===== config.mk =====
export PLATFORM = sky130hd
export DESIGN_NAME = oam_dma_ctrl
export DESIGN_NICKNAME = d
export VERILOG_FILES = /design/src/rtl/oam_dma_ctrl.sv
export SDC_FILE = /design/constraint.sdc
export NUM_CORES = 1
export LEC_CHECK = 0
export CAP_MARGIN = 30
export CORE_MARGIN = 4
export CORE_UTILIZATION = 30
export DETAILED_ROUTE_END_ITERATION = 6
export PLACE_DENSITY = 0.61
export REMOVE_ABC_BUFFERS = 1
export SLEW_MARGIN = 40
export SYNTH_ARGS = -nofsm -noshare
export SYNTH_HDL_FRONTEND = slang
export SYNTH_SLANG_ARGS = --single-unit

===== constraint.sdc =====
create_clock -name clk -period 2.4 [get_ports clk]
set_clock_uncertainty 0.2 [all_clocks]
set_input_delay 0.48 -clock clk [delete_from_list [all_inputs] [get_ports clk]]
set_output_delay 0.48 -clock clk [all_outputs]
set_load 0.03 [all_outputs]

===== src/rtl/oam_dma_ctrl.sv =====
// OAM DMA controller: a CPU write to DMA_REG_ADDR halts the CPU and copies
// 256 bytes from page {page,00..FF} into OAM starting at the latched OAMADDR.
// Every source read lands on a parity-0 cycle; the byte is written to OAM on
// the following parity-1 cycle.
module oam_dma_ctrl #(
  parameter logic [15:0] DMA_REG_ADDR = 16'h4014
) (
  input  logic        clk,
  input  logic        reset,
  input  logic [15:0] cpu_addr,
  input  logic [7:0]  cpu_data_in,
  input  logic        cpu_WE,
  input  logic [7:0]  oam_addr_base,
  output logic        cpu_halt,
  output logic        dma_busy,
  output logic [15:0] dma_addr,
  output logic        dma_rd,
  input  logic [7:0]  dma_data_in,
  output logic [7:0]  oam_addr_out,
  output logic [7:0]  oam_data_out,
  output logic        oam_WE
);

  typedef enum logic [2:0] {
    S_IDLE  = 3'd0,
    S_HALT  = 3'd1,
    S_ALIGN = 3'd2,
    S_READ  = 3'd3,
    S_WRITE = 3'd4
  } state_t;

  state_t      r_state;
  state_t      w_next_state;
  logic        r_parity;
  logic [7:0]  r_idx;
  logic [7:0]  r_page;
  logic [7:0]  r_base;
  logic        w_trigger;

  // A DMA request is only honoured while idle; later writes are ignored.
  assign w_trigger = (r_state == S_IDLE) && cpu_WE && (cpu_addr == DMA_REG_ADDR);

  // State register.
  always_ff @(posedge clk or posedge reset) begin
    if (reset) begin
      r_state <= S_IDLE;
    end else begin
      r_state <= w_next_state;
    end
  end

  // Next-state logic; HALT skips ALIGN when the following cycle is already parity 0.
  always_comb begin
    w_next_state = r_state;
    case (r_state)
      S_IDLE: begin
        if (w_trigger) begin
          w_next_state = S_HALT;
        end else begin
          w_next_state = S_IDLE;
        end
      end
      S_HALT: begin
        if (r_parity) begin
          w_next_state = S_READ;
        end else begin
          w_next_state = S_ALIGN;
        end
      end
      S_ALIGN: w_next_state = S_READ;
      S_READ:  w_next_state = S_WRITE;
      S_WRITE: begin
        if (r_idx != 8'hFF) begin
          w_next_state = S_READ;
        end else begin
          w_next_state = S_IDLE;
        end
      end
      default: w_next_state = S_IDLE;
    endcase
  end

  // Cycle parity, byte index and the page/base captured at the trigger edge.
  always_ff @(posedge clk or posedge reset) begin
    if (reset) begin
      r_parity <= 1'b0;
      r_idx    <= 8'h00;
      r_page   <= 8'h00;
      r_base   <= 8'h00;
    end else begin
      r_parity <= ~r_parity;
      if (w_trigger) begin
        r_page <= cpu_data_in;
        r_base <= oam_addr_base;
        r_idx  <= 8'h00;
      end else if (r_state == S_WRITE) begin
        r_idx <= r_idx + 8'd1;
      end else begin
        r_idx <= r_idx;
      end
    end
  end

  // Output decode from the registered state; everything is zero while idle.
  always_comb begin
    cpu_halt     = 1'b0;
    dma_busy     = 1'b0;
    dma_rd       = 1'b0;
    dma_addr     = 16'h0000;
    oam_WE       = 1'b0;
    oam_addr_out = 8'h00;
    oam_data_out = 8'h00;
    case (r_state)
      S_IDLE: begin
        cpu_halt = 1'b0;
        dma_busy = 1'b0;
      end
      S_HALT, S_ALIGN: begin
        cpu_halt = 1'b1;
        dma_busy = 1'b1;
      end
      S_READ: begin
        cpu_halt = 1'b1;
        dma_busy = 1'b1;
        dma_rd   = 1'b1;
        dma_addr = {r_page, r_idx};
      end
      S_WRITE: begin
        cpu_halt     = 1'b1;
        dma_busy     = 1'b1;
        oam_WE       = 1'b1;
        oam_addr_out = r_base + r_idx;
        oam_data_out = dma_data_in;
      end
      default: begin
        cpu_halt = 1'b0;
        dma_busy = 1'b0;
      end
    endcase
  end

endmodule


# ---- Word level (Yosys, flattened, before mapping)
# Index checks and enable logic that the tools add are counted.
dict set report op_classes {
  n_addsub 2
  muxes 12
  n_reduce_logical 5
  eq_ne 6
  bitwise 1
}
# cell n
set op_table {}
lappend op_table {{$mux 8} 4}
lappend op_table {{$eq 16x15->1 const B} 1}
lappend op_table {{$mux 16} 1}
lappend op_table {{$pmux 3 s5} 1}
lappend op_table {{$add 8x1->8 const B} 1}
lappend op_table {{$add 8x8->8} 1}
lappend op_table {{$ne 8x8->1 const B} 1}
lappend op_table {{$eq 3x2->1 const B} 2}
lappend op_table {{$mux 1} 5}
lappend op_table {{$reduce_or 4->1} 1}
lappend op_table {{$eq 3x1->1 const B} 1}
lappend op_table {{$eq 3x3->1 const B} 1}
lappend op_table {{$logic_not 3->1} 1}
lappend op_table {{$logic_and 1x1->1} 2}
lappend op_table {{$mux 2} 1}
lappend op_table {{$reduce_bool 2->1} 1}
lappend op_table {{$not 1->1} 1}
dict set report word_totals {
  in_bits 43
  register_bits 28
  out_inout_bits 36
}

# ---- Longest topological paths before layout
# Gate-level depths: netlist (run 1).
dict set report depth {
  word_depth 5
  ltp_mapped 6
}

# ---- Worst setup path after synthesis (run 1)
# OpenSTA, ideal clock, no wires.
dict set report synth_timing {
  path_kind {flip-flop to output port}
  start {register r_idx[1]}
  end {output oam_addr_out[7]}
  t_required_ps 1720
  path_slack_ps -307
  stages_incl_launch_ff 6
  t_arrival_ps 2027
  path_cell_list {dfrtp_1 ha_1 a211oi_1 o31ai_1 a211oi_1 mux2i_1}
}
dict set report synth_between {
  elab_chain_cells 2
}
# element line_no
set synth_rtl {}
lappend synth_rtl {{start: declaration} 35} ;# logic [7:0] r_idx;
lappend synth_rtl {{start signal: assignment} 97} ;# r_idx <= r_idx + 8'd1;
lappend synth_rtl {{start signal: assignment} 99} ;# r_idx <= r_idx;
lappend synth_rtl {{$add 8x8->8} 132} ;# oam_addr_out = r_base + r_idx;
lappend synth_rtl {{$mux 8} 113} ;# case (r_state)
lappend synth_rtl {{end: declaration} 19} ;# output logic [7:0] oam_addr_out,
# No other way between the ends.

# ---- Worst setup path in the final report (run 1)
dict set report layout_timing {
  start {register r_idx[0]}
  end {output oam_addr_out[6]}
}
# The elaborated chain is that of the path after synthesis.

==> flow_results.xml, run 1 <==
<?xml version="1.0" encoding="UTF-8"?>
<metrics>
  <group name="setup_path">
    <metric name="critPathBufInv" unit="">1</metric>
    <metric name="worstSetupEndpointType" unit="">output pin</metric>
    <metric name="highest_delay_cell_along_the_critical_path" unit="">dfrtp_1</metric>
    <metric name="arrival_time_of_data_at_the_critical_path_endpoint" unit="ns">2.20</metric>
    <metric name="crit_path_max_fanout" unit="">2</metric>
    <metric name="worstPathCellList" unit="">ha_2 &gt; fa_2 &gt; a21o_1 &gt; a31oi_4 &gt; mux2i_1 &gt; a311o_1 &gt; buf_12</metric>
    <metric name="critical-path-top-delay-family" unit="">compound AO/OA/AOI/OAI gates</metric>
    <metric name="setup.worst_path.class" unit="">register to output pin</metric>
    <metric name="timing.critical_path.required" unit="ns">1.72</metric>
    <metric name="timing.critical_path.slowest_cell_delay" unit="ns">0.40</metric>
    <metric name="cp-start-kind" unit="">register</metric>
  </group>
  <group name="drt">
    <metric name="wl_per_cell" unit="um">14.1</metric>
    <metric name="firstDrtPassIters" unit="">4</metric>
    <metric name="dr_total_vias" unit="">1710</metric>
    <metric name="ant_nets" unit="">0</metric>
    <metric name="routed_wl" unit="mm">5.22</metric>
    <metric name="drt-vias-per-instance" unit="">4.61</metric>
    <metric name="detail_route.drc_violations" unit="">0</metric>
    <metric name="drt_iter0_drc" unit="">67</metric>
  </group>
  <group name="power_and_ir_drop">
    <metric name="report.power.total" unit="mW">1.85</metric>
    <metric name="leakage" unit="nW">1.57</metric>
    <metric name="pwr_density_cell" unit="mW/mm2">575</metric>
    <metric name="peakVddDrop" unit="V">0.000620</metric>
  </group>
  <group name="synthesis">
    <metric name="synthesized_netlist_cell_count" unit="">175</metric>
    <metric name="register_bit_count_reported_by_yosys" unit="">28</metric>
    <metric name="postSynthAreaPerCell" unit="um2">10.8</metric>
    <metric name="edff_count_synth" unit="">0</metric>
    <metric name="synthesis.yosys.warnings" unit="">0</metric>
    <metric name="syn_area" unit="mm2">0.00189</metric>
    <metric name="synth.yosys.seq_area_share" unit="%">37.2</metric>
    <metric name="asyncSetResetFlopFracSynth" unit="%">100</metric>
    <metric name="postSynth.topFlopCell" unit="">dfrtp_1</metric>
    <metric name="synthDistinctLibCells" unit="">50</metric>
  </group>
  <group name="finish">
    <metric name="fillerInstances" unit="">525</metric>
    <metric name="n_antenna_cell" unit="">0</metric>
    <metric name="area_delta_synth_final" unit="%">70.9</metric>
    <metric name="final_common_cell" unit="">buf_4</metric>
    <metric name="layout.cells.most_common_list" unit="">60 x buf_4, 42 x clkdlybuf4s50_1, 26 x dfrtp_1, 18 x and2_1, 16 x buf_6</metric>
    <metric name="layout.nets" unit="">349</metric>
    <metric name="final_layout_size_suffix_gt1_share" unit="%">44.9</metric>
  </group>
  <group name="cts">
    <metric name="cts_tree" unit="">done</metric>
    <metric name="h-tree-depth" unit="">1</metric>
    <metric name="clk_pin_slew_worst_paths" unit="ns">0.10</metric>
    <metric name="cts_buf_count" unit="">3</metric>
    <metric name="cts-root-to-sink-buffers" unit="">2</metric>
    <metric name="worstSkewPairLatency" unit="ns">0.28</metric>
    <metric name="clock_root_buffer" unit="">clkbuf_8</metric>
    <metric name="clock_sink_count" unit="">28</metric>
  </group>
  <group name="grt">
    <metric name="globalRouteOverflowTotal" unit="">0</metric>
    <metric name="grt_pass1_vias" unit="">1567</metric>
    <metric name="wire_length_of_the_first_global_routing_pass" unit="mm">7.59</metric>
    <metric name="grt_max_degree" unit="">29</metric>
    <metric name="grt.total_usage" unit="%">12.4</metric>
    <metric name="antenna_violations_before_repair" unit="">0</metric>
  </group>
  <group name="timing">
    <metric name="slew_headroom" unit="%">74.9</metric>
    <metric name="hold_viol" unit="">0</metric>
    <metric name="post-route-min-period" unit="ns">2.88</metric>
    <metric name="rsz0062_at_grt" unit="">yes</metric>
    <metric name="tightestPinTransition" unit="ns">0.371</metric>
    <metric name="clock.fmax" unit="MHz">348</metric>
    <metric name="timing.final.crit_share" unit="%">120</metric>
    <metric name="setup_viol" unit="">10</metric>
    <metric name="layout_setup_ws" unit="ns">-0.477</metric>
    <metric name="final_slew_viol_count" unit="">0</metric>
  </group>
  <group name="run_status">
    <metric name="status" unit="">finished with violations</metric>
    <metric name="failed_checks" unit="">setup timing</metric>
  </group>
  <group name="placement">
    <metric name="post_dp_hpwl" unit="mm">3.66</metric>
    <metric name="buffer_ports.inserted" unit="">78</metric>
    <metric name="routabilityCongestion" unit="">0.751</metric>
    <metric name="placement.setup.worst_slack" unit="ns">-0.324</metric>
  </group>
  <group name="flow_run">
    <metric name="maxCapViolCount" unit="">0</metric>
  </group>
  <group name="die">
    <metric name="die-width" unit="um">87.3</metric>
    <metric name="floorplan.io_pins" unit="">79</metric>
    <metric name="initial_core_utilization" unit="%">31.3</metric>
    <metric name="placeableCoreArea" unit="mm2">0.00603</metric>
    <metric name="die_area" unit="mm2">0.00762</metric>
    <metric name="die-height" unit="um">87.3</metric>
    <metric name="placementRows" unit="">28</metric>
  </group>
  <group name="worst_hold_path">
    <metric name="holdCritPathClass" unit="">register to register</metric>
  </group>
</metrics>
==> final timing paths <==
kind | from | to | slack, ns | cells past startpoint
setup / recovery | r_idx[0] | oam_addr_out[6] | -0.48 | 7
hold / removal | r_parity | r_parity | 0.21 | 1
setup reg to reg | r_state[2] | r_page[2] | 0.42 | 6
hold reg to reg | r_parity | r_parity | 0.21 | 1
max in group asynchronous | reset | r_idx[1] | 1.34 | 3
min in group asynchronous | reset | r_page[4] | 0.37 | 3
==> per-layer routing <==
| layer | global-route usage, % | part of all wire, % | up-vias |
|---|---|---|---|
| met4 | 1.26 | 0.88 | 0 |
| met3 | 3.03 | 5.8 | 4 |
| met5 | 0 | 0 | - |
| met2 | 20.0 | 48 | 45 |
| li1 | - | - | 852 |
| met1 | 17.3 | 45 | 809 |
==> metrics by stage <==
| step | hold WS, ns | setup TNS (ns) | instance area, um2 | utilization, % | instances |
|---|---|---|---|---|---|
| 2_1_floorplan | 0.182 | -0.700 | 1800 | - | 167 |
| 3_3_place_gp | 0.198 | -1.44 | 2840 | 47.2 | 350 |
| 3_5_place_dp | 0.198 | -1.65 | 2840 | 47.2 | 350 |
| 4_1_cts | 0.211 | -1.61 | 2990 | 49.6 | 360 |
| 5_1_grt | 0.215 | -2.76 | 3220 | 53.5 | 371 |
| 6_report | 0.206 | -1.84 | 3220 | 53.5 | 371 |
==> worst register-to-register path: stages (launching register included) <==
cell	delay, ns
dfrtp_1	0.39
buf_4	0.16
nor4b_2	0.29
nand3_2	0.14
nor2_4	0.16
buf_12	0.18
mux2_2	0.36
==> state kept, by name (all words and copies together) (netlist names) <==
register  count
r_idx         8
r_state       3
r_page        8
r_base        8
r_parity      1
==> synthesized netlist by cell type (2+ instances only) <==
cell | instances | area (um2)
inv_1 | 3 | 11.3
xnor2_1 | 8 | 70.1
nand3b_1 | 2 | 15.0
nand4_1 | 2 | 12.5
xor2_1 | 3 | 26.3
nand3_1 | 4 | 20.0
dfrtp_1 | 28 | 701
nand2_1 | 9 | 33.8
mux2i_1 | 3 | 30.0
nor3_4 | 2 | 32.5
a21o_1 | 2 | 15.0
buf_4 | 2 | 15.0
nor2_2 | 3 | 18.8
and2_1 | 24 | 150
ha_1 | 8 | 100
o21ai_0 | 5 | 25.0
a211oi_1 | 4 | 30.0
mux2_4 | 12 | 180
nor2_1 | 14 | 52.6
mux2_2 | 4 | 45.0
buf_6 | 2 | 22.5
and2_2 | 3 | 22.5
==> what timing repair did <==
| action | CTS | global route |
|---|---|---|
| hold buffers | 0 | 0 |
| gates cloned | 0 | 2 |
| setup buffers | 6 | 10 |
| pin swaps | 9 | 13 |
| setup endpoints to repair | 11 | 11 |
| gates resized for setup | 14 | 34 |
==> logic make-up after synthesis <==
family | synth area share [%]
compound gates | 7.50
xor+xnor | 5.11
fa+ha+maj | 6.37
buf+inv | 5.37
flops | 37.2
mux | 13.5
simple gates | 25.0
==> area by class of cell <==
| class | count | area (um2) | share of cell area, % |
|---|---|---|---|
| multi-input cells | 135 | 1180 | 36.8 |
| well taps | 75 | 93.8 | 2.91 |
| clock buffers | 4 | 55.1 | 1.71 |
| flip-flops and latches | 28 | 703 | 21.8 |
| inverters | 4 | 27.5 | 0.854 |
| repair buffers | 124 | 1150 | 35.7 |
| repair inverters | 1 | 8.76 | 0.272 |
==> where the power goes <==
| part | switching [mW] | total [mW] | internal, mW |
|---|---|---|---|
| logic | 0.498 | 1.00 | 0.503 |
| registers | 0.0366 | 0.557 | 0.521 |
| clock network | 0.146 | 0.293 | 0.147 |
Note: power is estimated with default switching activity, not from simulation.
==> run 2, diff against run 1 <==
CELL_PAD_IN_SITES_DETAIL_PLACEMENT = 1   (was unset)
CELL_PAD_IN_SITES_GLOBAL_PLACEMENT = 2   (was unset)
CORE_UTILIZATION = 23   (was 30)
PLACE_DENSITY = 0.75   (was 0.61)
==> run 2 against run 1 <==
The run still ends with setup timing left. Core utilization decreased by 13 points. Worst hold slack improved by 0.0021 ns. Highest routed layer unchanged. Largest cell class unchanged. Maximum frequency decreased by 0.24%. First-iteration DRC count decreased by 70%. Count of clock-buffer cells in the layout decreased by 1. Wire length increased by 3.5%. Flip-flop and latch count unchanged. Largest power group unchanged. Via count decreased by 0.35%. Power decreased by 4.8%. Sequential power about the same. Critical path depth unchanged. Critical endpoint unchanged.
==> flow_results.xml, run 2 (synthesized netlist as in run 1, its figures left out) <==
<?xml version="1.0" encoding="UTF-8"?>
<metrics>
  <group name="cts">
    <metric name="clk_pin_slew_worst_paths" unit="ns">0.10</metric>
    <metric name="worstSkewPairLatency" unit="ns">0.28</metric>
    <metric name="cts_tree" unit="">done</metric>
    <metric name="h-tree-depth" unit="">1</metric>
    <metric name="clock_root_buffer" unit="">clkbuf_8</metric>
    <metric name="cts-root-to-sink-buffers" unit="">2</metric>
    <metric name="clock_sink_count" unit="">28</metric>
    <metric name="cts_buf_count" unit="">3</metric>
  </group>
  <group name="finish">
    <metric name="area_delta_synth_final" unit="%">68.2</metric>
    <metric name="fin_util" unit="%">40.4</metric>
    <metric name="layout.cells.most_common_list" unit="">62 x buf_4, 42 x clkdlybuf4s50_1, 27 x dfrtp_1, 23 x and2_1</metric>
    <metric name="layout.nets" unit="">339</metric>
    <metric name="n_antenna_cell" unit="">0</metric>
    <metric name="final_layout_size_suffix_gt1_share" unit="%">41.3</metric>
    <metric name="register_area" unit="um2">702</metric>
    <metric name="multi_input_comb_area" unit="mm2">0.00117</metric>
    <metric name="final_common_cell" unit="">buf_4</metric>
    <metric name="reg_top3" unit="">r_base: 8 flops, r_idx: 8 flops, r_page: 8 flops</metric>
    <metric name="fillerInstances" unit="">904</metric>
  </group>
  <group name="setup_path">
    <metric name="crit_path_max_fanout" unit="">2</metric>
    <metric name="cp.depth" unit="">7</metric>
    <metric name="timing.critical_path.required" unit="ns">1.72</metric>
    <metric name="setup.worst_path.class" unit="">register to output pin</metric>
    <metric name="highest_delay_cell_along_the_critical_path" unit="">dfrtp_1</metric>
    <metric name="worstPathCellList" unit="">ha_2 &gt; fa_2 &gt; a21o_1 &gt; a31oi_4 &gt; mux2i_1 &gt; a311o_1 &gt; buf_12</metric>
    <metric name="critical_path.reg2reg.startpoint" unit="">r_state[2]</metric>
    <metric name="critical-path-top-delay-family" unit="">compound AO/OA/AOI/OAI gates</metric>
    <metric name="r2r.worst_path.cells" unit="">6</metric>
    <metric name="timing.critical_path.slowest_cell_delay" unit="ns">0.39</metric>
    <metric name="reg2reg_slack" unit="ns">0.41</metric>
    <metric name="cp-start-kind" unit="">register</metric>
    <metric name="worst_r2r_endpoint" unit="">r_page[5]</metric>
    <metric name="worstSetupEndpointType" unit="">output pin</metric>
    <metric name="arrival_time_of_data_at_the_critical_path_endpoint" unit="ns">2.20</metric>
    <metric name="critPathBufInv" unit="">1</metric>
  </group>
  <group name="die">
    <metric name="placeableCoreArea" unit="mm2">0.00785</metric>
    <metric name="initial_core_utilization" unit="%">24.0</metric>
    <metric name="floorplan.io_pins" unit="">79</metric>
    <metric name="placementRows" unit="">32</metric>
    <metric name="die-height" unit="um">98.5</metric>
    <metric name="die-width" unit="um">98.5</metric>
    <metric name="die_area" unit="mm2">0.00971</metric>
  </group>
  <group name="placement">
    <metric name="buffer_ports.inserted" unit="">78</metric>
    <metric name="post_dp_hpwl" unit="mm">4.38</metric>
    <metric name="routabilityCongestion" unit="">0.740</metric>
  </group>
  <group name="timing">
    <metric name="post-route-min-period" unit="ns">2.88</metric>
    <metric name="rsz0062_at_grt" unit="">yes</metric>
    <metric name="timing.final.crit_share" unit="%">120</metric>
    <metric name="tightestPinTransition" unit="ns">0.375</metric>
    <metric name="final_slew_viol_count" unit="">0</metric>
    <metric name="setup_viol" unit="">8</metric>
    <metric name="clock.fmax" unit="MHz">347</metric>
    <metric name="layout_setup_ws" unit="ns">-0.484</metric>
    <metric name="slew_headroom" unit="%">75.0</metric>
    <metric name="hold_viol" unit="">0</metric>
  </group>
  <group name="power_and_ir_drop">
    <metric name="report.power.total" unit="mW">1.76</metric>
    <metric name="leakage" unit="nW">1.51</metric>
    <metric name="pwr_density_cell" unit="mW/mm2">556</metric>
    <metric name="peakVddDrop" unit="V">0.000220</metric>
  </group>
  <group name="grt">
    <metric name="grt.total_usage" unit="%">11.1</metric>
    <metric name="grt_pass1_vias" unit="">1801</metric>
    <metric name="globalRouteOverflowTotal" unit="">0</metric>
    <metric name="wire_length_of_the_first_global_routing_pass" unit="mm">8.91</metric>
    <metric name="antenna_violations_before_repair" unit="">0</metric>
    <metric name="grt_max_degree" unit="">29</metric>
  </group>
  <group name="drt">
    <metric name="routed_wl" unit="mm">5.40</metric>
    <metric name="drt-vias-per-instance" unit="">4.39</metric>
    <metric name="detail_route.drc_violations" unit="">0</metric>
    <metric name="dr_total_vias" unit="">1704</metric>
    <metric name="drt_iter0_drc" unit="">20</metric>
    <metric name="wl_per_cell" unit="um">13.9</metric>
    <metric name="ant_nets" unit="">0</metric>
    <metric name="firstDrtPassIters" unit="">2</metric>
  </group>
  <group name="worst_hold_path">
    <metric name="holdCritPathClass" unit="">register to register</metric>
    <metric name="worstHoldPathCells" unit="">1</metric>
    <metric name="timing.hold.worst.start" unit="">r_parity</metric>
    <metric name="hold_path_end" unit="">r_parity</metric>
  </group>
  <group name="flow_run">
    <metric name="maxCapViolCount" unit="">0</metric>
  </group>
  <group name="run_status">
    <metric name="status" unit="">finished with violations</metric>
    <metric name="failed_checks" unit="">setup timing</metric>
  </group>
</metrics>
-- run 2: how the worst max path moves through the flow --
| stage | startpoint | to | slack [ns] |
|---|---|---|---|
| floorplan | r_idx[1] | oam_addr_out[7] | -0.31 |
| global placement | r_idx[0] | oam_addr_out[6] | -0.34 |
| detailed placement | r_idx[0] | oam_addr_out[6] | -0.36 |
| CTS | r_idx[0] | oam_addr_out[6] | -0.52 |
| global route | r_idx[0] | oam_addr_out[6] | -0.58 |
| finish | r_idx[0] | oam_addr_out[6] | -0.48 |
-- run 2: final cells by class --
cell class	instances	share of cell area [%]
clock buffers	3	1.30
multi-input cells	135	37.0
inverters	4	0.631
repair buffers	115	34.0
flip-flops and latches	28	22.1
clock inverters	1	0.947
well taps	102	4.02
-- run 2: metal layers --
layer	share of wire (%)	global-route usage, %
met3	4.6	2.48
met2	49	19.2
met5	0	0
met4	0.31	1.26
met1	46	14.5
-- run 2: power breakdown --
part,internal [mW],switching [mW],total [mW]
combinational,0.365,0.461,0.827
clock,0.224,0.156,0.380
sequential,0.521,0.0358,0.556
total,1.11,0.653,1.76
-- run 2: metrics by stage --
step	area, um2	setup WS (ns)	TNS, ns	instances	hold WS (ns)
2_1_floorplan	1800	-0.307	-0.700	167	0.182
3_3_place_gp	2980	-0.336	-1.39	381	0.196
3_5_place_dp	2980	-0.358	-1.78	381	0.196
4_1_cts	3150	-0.524	-1.94	386	0.212
5_1_grt	3170	-0.583	-3.27	388	0.233
6_report	3170	-0.484	-1.93	388	0.208
-- run 2: timing repair --
action / CTS / global route
buffers inserted: 1 / 3
pin swaps: 9 / 4
endpoints found under the setup margin: 10 / 31
hold buffers: 0 / 0
resized for setup: 21 / 3
==> run 3, diff against run 2 <==
CORE_MARGIN = 3   (was 4)
==> run 3 against run 2 <==
The flow still finishes with violations (setup timing). Flip-flop and latch count stayed put. Count of clock-buffer cells in the layout up 1. Maximum frequency increased by 1.3%. Non-clock buffer count decreased by 2. Via count down 1.2%. Critical path type unchanged. Largest power group unchanged.
==> flow_results.xml, run 3 (synthesized netlist as in run 1, its figures left out) <==
<?xml version="1.0" encoding="UTF-8"?>
<metrics>
  <group name="timing">
    <metric name="clock.fmax" unit="MHz">351</metric>
    <metric name="rsz0062_at_grt" unit="">yes</metric>
    <metric name="smallest_hold_slack" unit="ns">0.210</metric>
    <metric name="setup_viol" unit="">7</metric>
    <metric name="hold_viol" unit="">0</metric>
    <metric name="slew_headroom" unit="%">75.0</metric>
    <metric name="post-route-min-period" unit="ns">2.85</metric>
    <metric name="timing.final.crit_share" unit="%">119</metric>
    <metric name="tightestPinTransition" unit="ns">0.376</metric>
    <metric name="final_slew_viol_count" unit="">0</metric>
    <metric name="layout_setup_ws" unit="ns">-0.447</metric>
  </group>
  <group name="finish">
    <metric name="layout.nets" unit="">337</metric>
    <metric name="final_layout_size_suffix_gt1_share" unit="%">41.5</metric>
    <metric name="layout.cells.most_common_list" unit="">61 x buf_4, 42 x clkdlybuf4s50_1, 27 x dfrtp_1, 22 x and2_1</metric>
    <metric name="final_common_cell" unit="">buf_4</metric>
    <metric name="register_area" unit="um2">702</metric>
    <metric name="fin_area" unit="mm2">0.00311</metric>
    <metric name="reg_top3" unit="">r_base: 8 flops, r_idx: 8 flops, r_page: 8 flops</metric>
    <metric name="area_delta_synth_final" unit="%">64.8</metric>
    <metric name="multi_input_comb_area" unit="mm2">0.00118</metric>
    <metric name="fillerInstances" unit="">880</metric>
    <metric name="n_antenna_cell" unit="">0</metric>
  </group>
  <group name="die">
    <metric name="die-width" unit="um">96.5</metric>
    <metric name="die_area" unit="mm2">0.00932</metric>
    <metric name="placementRows" unit="">32</metric>
    <metric name="floorplan.io_pins" unit="">79</metric>
    <metric name="initial_core_utilization" unit="%">24.0</metric>
    <metric name="placeableCoreArea" unit="mm2">0.00785</metric>
    <metric name="die-height" unit="um">96.5</metric>
  </group>
  <group name="drt">
    <metric name="detail_route.drc_violations" unit="">0</metric>
    <metric name="firstDrtPassIters" unit="">4</metric>
    <metric name="ant_nets" unit="">0</metric>
    <metric name="routed_wl" unit="mm">5.45</metric>
    <metric name="drt-vias-per-instance" unit="">4.36</metric>
    <metric name="wl_per_cell" unit="um">14.1</metric>
    <metric name="dr_total_vias" unit="">1684</metric>
    <metric name="drt_iter0_drc" unit="">40</metric>
  </group>
  <group name="flow_run">
    <metric name="maxCapViolCount" unit="">0</metric>
  </group>
  <group name="cts">
    <metric name="cts_buf_count" unit="">3</metric>
    <metric name="clock_root_buffer" unit="">clkbuf_8</metric>
    <metric name="worstSkewPairLatency" unit="ns">0.27</metric>
    <metric name="h-tree-depth" unit="">1</metric>
    <metric name="cts_tree" unit="">done</metric>
    <metric name="cts-root-to-sink-buffers" unit="">2</metric>
    <metric name="clk_pin_slew_worst_paths" unit="ns">0.10</metric>
    <metric name="clock_sink_count" unit="">28</metric>
  </group>
  <group name="setup_path">
    <metric name="setup.worst_path.class" unit="">register to output pin</metric>
    <metric name="arrival_time_of_data_at_the_critical_path_endpoint" unit="ns">2.17</metric>
    <metric name="worst_r2r_endpoint" unit="">r_page[5]</metric>
    <metric name="setup.worst_path.end" unit="">oam_addr_out[6]</metric>
    <metric name="critical_path.reg2reg.startpoint" unit="">r_state[2]</metric>
    <metric name="cp-start-kind" unit="">register</metric>
    <metric name="reg2reg_slack" unit="ns">0.39</metric>
    <metric name="crit_path_max_fanout" unit="">2</metric>
    <metric name="timing.critical_path.slowest_cell_delay" unit="ns">0.41</metric>
    <metric name="r2r.worst_path.cells" unit="">6</metric>
    <metric name="highest_delay_cell_along_the_critical_path" unit="">dfrtp_1</metric>
    <metric name="worstPathCellList" unit="">ha_2 &gt; fa_2 &gt; a21o_1 &gt; a31oi_4 &gt; mux2i_1 &gt; a311o_1 &gt; buf_12</metric>
    <metric name="timing.critical_path.required" unit="ns">1.72</metric>
    <metric name="crit_path_start" unit="">r_idx[0]</metric>
    <metric name="worstSetupEndpointType" unit="">output pin</metric>
  </group>
  <group name="power_and_ir_drop">
    <metric name="peakVddDrop" unit="V">0.000247</metric>
    <metric name="leakage" unit="nW">1.48</metric>
    <metric name="report.power.total" unit="mW">1.68</metric>
    <metric name="pwr_density_cell" unit="mW/mm2">541</metric>
  </group>
  <group name="placement">
    <metric name="routabilityCongestion" unit="">0.723</metric>
    <metric name="post_dp_hpwl" unit="mm">4.32</metric>
    <metric name="buffer_ports.inserted" unit="">78</metric>
    <metric name="placed_area" unit="mm2">0.00291</metric>
  </group>
  <group name="grt">
    <metric name="globalRouteOverflowTotal" unit="">0</metric>
    <metric name="grt_max_degree" unit="">29</metric>
    <metric name="grt_met1_usage" unit="%">16.0</metric>
    <metric name="grt_util_met3" unit="%">2.63</metric>
    <metric name="wire_length_of_the_first_global_routing_pass" unit="mm">8.77</metric>
    <metric name="antenna_violations_before_repair" unit="">0</metric>
    <metric name="grt_pass1_vias" unit="">1800</metric>
    <metric name="grt_util_met2" unit="%">20.1</metric>
    <metric name="grt.total_usage" unit="%">11.9</metric>
    <metric name="grt_busiest_layer" unit="">met2</metric>
  </group>
  <group name="worst_hold_path">
    <metric name="holdCritPathClass" unit="">register to register</metric>
  </group>
  <group name="run_status">
    <metric name="status" unit="">finished with violations</metric>
    <metric name="failed_checks" unit="">setup timing</metric>
  </group>
</metrics>
## run 3: area by class of cell
cell class	count	share of cell area, %
inverters	4	0.644
well taps	102	4.11
flip-flops and latches	28	22.6
multi-input cells	135	38.0
clock buffers	4	1.77
repair buffers	113	32.9
## run 3: critical path, delay by kind of cell (launching register included)
kind	cells	cell delay [ns]
AO/OA/AOI/OAI	3	0.69
adder cells (fa/ha/maj)	2	0.55
buffers and inverters	1	0.15
flip-flops	1	0.41
multiplexers	1	0.09
## run 3: power by group
part / total [mW] / switching [mW] / internal [mW]
clock network: 0.293 / 0.146 / 0.147
logic: 0.831 / 0.464 / 0.368
registers: 0.557 / 0.0361 / 0.521
total: 1.68 / 0.646 / 1.04
## run 3: layer usage
layer	vias up	part of all wire, %
li1	820	-
met1	820	45
met2	42	48
met3	2	6.4
met4	0	0.46
met5	-	0
## run 3: through the flow
| step | setup slack [ns] | setup TNS [ns] | std cells | util [%] |
|---|---|---|---|---|
| final | -0.447 | -1.73 | 386 | 39.6 |
| after global routing | -0.531 | -2.52 | 386 | 39.6 |
| after CTS | -0.473 | -1.80 | 384 | 39.0 |
| after detailed placement | -0.382 | -2.78 | 378 | 37.1 |
| after global placement | -0.323 | -1.90 | 378 | 37.1 |
| after floorplan | -0.307 | -0.700 | 167 | - |
## run 3: worst min-delay path by stage
stage | from | endpoint | cells after the start
after global routing | r_parity | r_parity | 1
after global placement | r_parity | r_parity | 1
final | r_parity | r_parity | 1
after floorplan | r_parity | r_parity | 1
after detailed placement | r_parity | r_parity | 1
after CTS | r_parity | r_parity | 1
## run 3: what timing repair did
action,in CTS,in global routing
setup buffers,2,2
setup endpoints to repair,9,14
resized for setup,20,7
pin swaps,8,3
hold buffers,0,0
